<file path="config.mk">
export PLATFORM = sky130hd
export DESIGN_NAME = pipe_stage_ctrl
export DESIGN_NICKNAME = d
export VERILOG_FILES = /design/src/rtl/pipe_stage_ctrl.sv
export SDC_FILE = /design/constraint.sdc
export NUM_CORES = 1
export LEC_CHECK = 0
export BUFFER_PORTS_ARGS = -buffer_cell sky130_fd_sc_hd__buf_4
export CAP_MARGIN = 10
export CELL_PAD_IN_SITES_DETAIL_PLACEMENT = 0
export CELL_PAD_IN_SITES_GLOBAL_PLACEMENT = 1
export CORE_UTILIZATION = 43
export CTS_CLUSTER_DIAMETER = 150
export DETAILED_ROUTE_END_ITERATION = 12
export PLACE_DENSITY_LB_ADDON = 0.05
export SYNTH_ARGS = -nofsm -noshare
export SYNTH_HDL_FRONTEND = slang
export SYNTH_SLANG_ARGS = --single-unit
</file>
<file path="constraint.sdc">
create_clock -name clk -period 5.4 [get_ports clk]
set_clock_uncertainty 0.1 [all_clocks]
set_input_delay 0.27 -clock clk [delete_from_list [all_inputs] [get_ports clk]]
set_output_delay 0.27 -clock clk [all_outputs]
set_load 0.01 [all_outputs]
</file>
<file path="src/rtl/pipe_stage_ctrl.sv">
// rtl/pipe_stage_ctrl.sv - pipeline stage register controller with skid entry, stall and flush (optional PIPE_STAGE_PERF_EN stall counter)
module pipe_stage_ctrl #(
    parameter int DLEN  = 32,
    parameter int CNT_W = 32
) (
    input  logic             clk,
    input  logic             rst,
    input  logic             in_valid,
    output logic             in_ready,
    input  logic [DLEN-1:0]  in_data,
    output logic             out_valid,
    input  logic             out_ready,
    output logic [DLEN-1:0]  out_data,
    input  logic             stall,
    input  logic             flush,
    output logic [CNT_W-1:0] stall_cnt
);

    typedef enum logic [1:0] {
        ST_EMPTY = 2'd0,
        ST_HALF  = 2'd1,
        ST_FULL  = 2'd2
    } state_t;

    state_t          r_state;
    state_t          w_state_nxt;
    logic [DLEN-1:0] r_main;
    logic [DLEN-1:0] r_skid;

    logic w_in_fire;
    logic w_out_fire;
    logic w_load_main_in;
    logic w_load_main_skid;
    logic w_load_skid;

    // in_ready decodes only the state register, so it has no path from out_ready
    assign in_ready   = (r_state != ST_FULL);
    assign out_valid  = (r_state != ST_EMPTY) && !stall;
    assign out_data   = r_main;
    assign w_in_fire  = in_valid & in_ready;
    assign w_out_fire = out_valid & out_ready;

    // State register
    always_ff @(posedge clk or posedge rst) begin
        if (rst) begin
            r_state <= ST_EMPTY;
        end else begin
            r_state <= w_state_nxt;
        end
    end

    // Next-state and entry-load decode; flush overrides everything and blocks all loads
    always_comb begin
        w_state_nxt      = r_state;
        w_load_main_in   = 1'b0;
        w_load_main_skid = 1'b0;
        w_load_skid      = 1'b0;
        case (r_state)
            ST_EMPTY: begin
                if (w_in_fire) begin
                    w_state_nxt    = ST_HALF;
                    w_load_main_in = 1'b1;
                end
            end
            ST_HALF: begin
                if (w_in_fire && w_out_fire) begin
                    w_load_main_in = 1'b1;
                end else if (w_in_fire) begin
                    w_state_nxt = ST_FULL;
                    w_load_skid = 1'b1;
                end else if (w_out_fire) begin
                    w_state_nxt = ST_EMPTY;
                end
            end
            ST_FULL: begin
                if (w_out_fire) begin
                    w_state_nxt      = ST_HALF;
                    w_load_main_skid = 1'b1;
                end
            end
            default: begin
                w_state_nxt = ST_EMPTY;
            end
        endcase
        if (flush) begin
            w_state_nxt      = ST_EMPTY;
            w_load_main_in   = 1'b0;
            w_load_main_skid = 1'b0;
            w_load_skid      = 1'b0;
        end
    end

    // Main and skid entries; the skid only ever refills main, keeping FIFO order
    always_ff @(posedge clk or posedge rst) begin
        if (rst) begin
            r_main <= '0;
            r_skid <= '0;
        end else begin
            if (w_load_main_in) begin
                r_main <= in_data;
            end else if (w_load_main_skid) begin
                r_main <= r_skid;
            end
            if (w_load_skid) begin
                r_skid <= in_data;
            end
        end
    end

`ifdef PIPE_STAGE_PERF_EN
    logic [CNT_W-1:0] r_stall_cnt;
    logic             w_cnt_inc;

    assign w_cnt_inc = (r_state != ST_EMPTY) && !w_out_fire && !flush && (r_stall_cnt != {CNT_W{1'b1}});

    // Saturating count of cycles where held data did not move on
    always_ff @(posedge clk or posedge rst) begin
        if (rst) begin
            r_stall_cnt <= '0;
        end else if (w_cnt_inc) begin
            r_stall_cnt <= r_stall_cnt + {{(CNT_W-1){1'b0}}, 1'b1};
        end
    end

    assign stall_cnt = r_stall_cnt;
`else
    assign stall_cnt = '0;
`endif

endmodule

</file>
==> summary.txt <==
Outcome
  • Outcome: completed

Logic synthesis
  • Synth unique cells: 25
  • Synth Area per Inst: 11.2 sq um
  • Cells after synthesis: 310
  • Cells taking the most area after synthesis: dfrtp_1 47%, mux2_4 13%, a211oi_1 7.3%
  • Synth area leader: dfrtp_1
  • Ys Warns: 0
  • Post-synthesis sequential area ratio: 0.474
  • Post-synth top area share: 0.474
  • Post-synthesis sequential element count: 66
  • Mapped Area: 3480 sq um

Drt
  • Routed Antenna Nets: 0
  • Initial DRT Pass Iterations: 4
  • Vias per inst: 5.35
  • Vias post-DR: 2509
  • DR DRC count: 0
  • Detailed Route WL: 7.98 mm
  • Drt wl/cell: 17.0 um
  • Drt initial violations: 182

Die
  • Die area: 8460 sq um
  • Core Footprint: 7770 sq um
  • Chip width: 92.0 um
  • Row Count: 32
  • Top-Level Pins: 104
  • Starting Density: 0.448
  • Die Height: 92.0 um

Layout
  • Fin nets: 402
  • Antenna diodes: 0
  • Area Overhead vs Synth: 18.6%
  • Share of cells above drive strength 1: 0.341
  • Fillers: 734

STA
  • Post-route setup TNS: 0 ps
  • Final setup violation count: 0
  • Min cycle time layout: 2430 ps
  • RSZ-0062 raised after global routing: false
  • Final period util: 0.450
  • Slew @ Worst Pin: 1140 ps
  • Final hold vios: 0
  • Max transition margin: 0.242
  • Final Max Slew Viols: 0
  • Max Clock Freq: 0.411 GHz

Global routing
  • Largest net degree at the start of global routing: 68
  • Total track usage: 0.195
  • Antenna violations before repair: 0
  • First-pass GRT wire length: 12.7 mm
  • Vias in the first global route: 2297
  • Remaining Overflow, GRT: 0

Setup path
  • Crit-path cells: or3b_1 > or3b_2 > buf_4 > mux2_4
  • Crit path kind: flop to flop
  • Data required time at the worst endpoint: 5520 ps
  • Slowest stage delay, CP: 640 ps
  • Crit Reg-Reg Endpoint: r_skid[14]
  • CP endpoint kind: flop
  • CP Buf/Inv Count: 1
  • WP depth: 4
  • Arr. time, crit path: 2550 ps
  • Reg2reg start: r_state[1]
  • Crit path launch: r_state[1]
  • CP max stage cell: or3b_2
  • R2r setup slk: 2970 ps
  • Largest delay contributor family on the critical path: simple AND/OR/NAND/NOR gates
  • Largest fanout on the critical path: 23
  • Worst R2R Path Depth: 4
  • Startpoint Class: flop
  • Worst setup endpoint: r_skid[14]

Place
  • HPWL after detailed placement: 4.41 mm
  • PortBufs: 71
  • GP Congestion: 0.694

CTS
  • Total CTS buffers: 9
  • Setup Buffers After CTS: 0
  • Worst skew pair latency: 340 ps
  • Clk buf depth: 2
  • H-tree levels: 3
  • TritonCTS Sinks: 66
  • TritonCTS clock tree: built
  • Cts hold-fix bufs: 0
  • Resize count post-CTS: 0
  • Clock slew at reported path FFs: 70 ps
  • CTS Root Cell: clkbuf_8

Power and ir drop
  • Maximum vdd drop: 0.170 mV
  • Static Leak: 1.81 nW
  • Final Power: 1.52 mW
  • PD cells: 368 nW/um^2

Worst hold path
  • Hold crit path type: input pin to flop

Flow run
  • Max-cap violation count: 0
[worst reg2reg max path, delay by kind of cell (launching register included)]
family / cells / cell delay (ps)
DFF: 1 / 450
muxes: 1 / 360
and+or+nand+nor: 2 / 1050
buffers and inverters: 1 / 360
[flip-flops by register name, indices dropped and copies added (netlist names)]
signal,cells
r_skid,32
out_data,32
r_state,2
[metrics by stage]
stage | util | worst slack, ps | instance area (sq um) | instances | hold slack [ps]
2_1_floorplan | - | 3330 | 3600 | 341 | 319
6_report | 0.532 | 2970 | 4130 | 469 | 67.9
3_3_place_gp | 0.505 | 2740 | 3920 | 455 | 387
3_5_place_dp | 0.505 | 2700 | 3920 | 455 | 394
4_1_cts | 0.532 | 2950 | 4130 | 469 | 54.8
5_1_grt | 0.532 | 2790 | 4130 | 469 | 50.5
[cells in the mapped netlist]
library cell / number
buf_6: 4
nor4bb_1: 1
nor2_1: 2
conb_1: 1
clkbuf_1: 27
nand3_1: 1
mux2_2: 2
nor2b_1: 1
o21ai_0: 32
or3b_1: 2
buf_2: 1
buf_1: 1
nand3b_1: 32
a211oi_1: 34
buf_4: 32
mux2_4: 30
a31oi_1: 32
a2111oi_0: 1
inv_1: 2
nand2_1: 1
dfrtp_1: 66
nand2b_1: 2
or4bb_1: 1
a21oi_1: 1
a21o_1: 1
[cells in the final DEF (no fill, tap or decap), drive strengths merged]
master    n
or3b      2
nand3     1
a31oi    32
mux2     32
nor2b     1
nand2b    2
inv       2
clkbuf   11
buf      77
a21oi     1
or4bb     1
a211oi   34
nand2     1
bufinv    2
clkinv    1
a21o      1
nor2      2
a2111oi   1
nand3b   32
o21ai    32
dfrtp    66
nor4bb    1
conb     32
[power breakdown]
part	internal [mW]	switching [mW]	leakage [nW]
Combinational	0.218	0.157	0.934
Clock	0.267	0.180	0.105
Sequential	0.624	0.0731	0.767
Total	1.11	0.410	1.81
[cells by family after synthesis]
group                  after synthesis  share of synthesized area
AOI/OAI and AO/OA                  101                      0.183
buffers and inverters               67                      0.116
DFF                                 66                      0.474
muxes                               32                      0.136
other                                1                    0.00108
and+or+nand+nor                     43                     0.0902
[final cells by class]
cell class              count  area (sq um)  share of cell area
repair buffers             77           578               0.140
clock inverters             3          65.1              0.0158
well taps                 102           128              0.0309
inverters                   2          7.51             0.00182
clock buffers              11           141              0.0342
flip-flops and latches     66          1650               0.400
multi-input cells         208          1560               0.377
[worst min-delay path by stage]
| stage | startpoint | endpoint | slack, ps | depth (start not counted) |
|---|---|---|---|---|
| final | in_data[20] | r_skid[20] | 70 | 2 |
| after global placement | r_skid[0] | r_skid[0] | 390 | 1 |
| after floorplan | in_data[10] | r_skid[10] | 320 | 1 |
| after CTS | in_data[20] | r_skid[20] | 50 | 2 |
| after detailed placement | r_skid[0] | r_skid[0] | 390 | 1 |
| after global routing | in_data[15] | r_skid[15] | 50 | 2 |
[metal layers]
| metal | routed length (um) | up-vias | global-route usage |
|---|---|---|---|
| li1 | - | 1191 | - |
| met1 | 3770 | 1232 | 0.288 |
| met2 | 3780 | 84 | 0.282 |
| met3 | 388 | 2 | 0.0514 |
| met4 | 38 | 0 | 0.0547 |
| met5 | 0 | - | 0 |
Note: power is estimated with default switching activity, not from simulation.
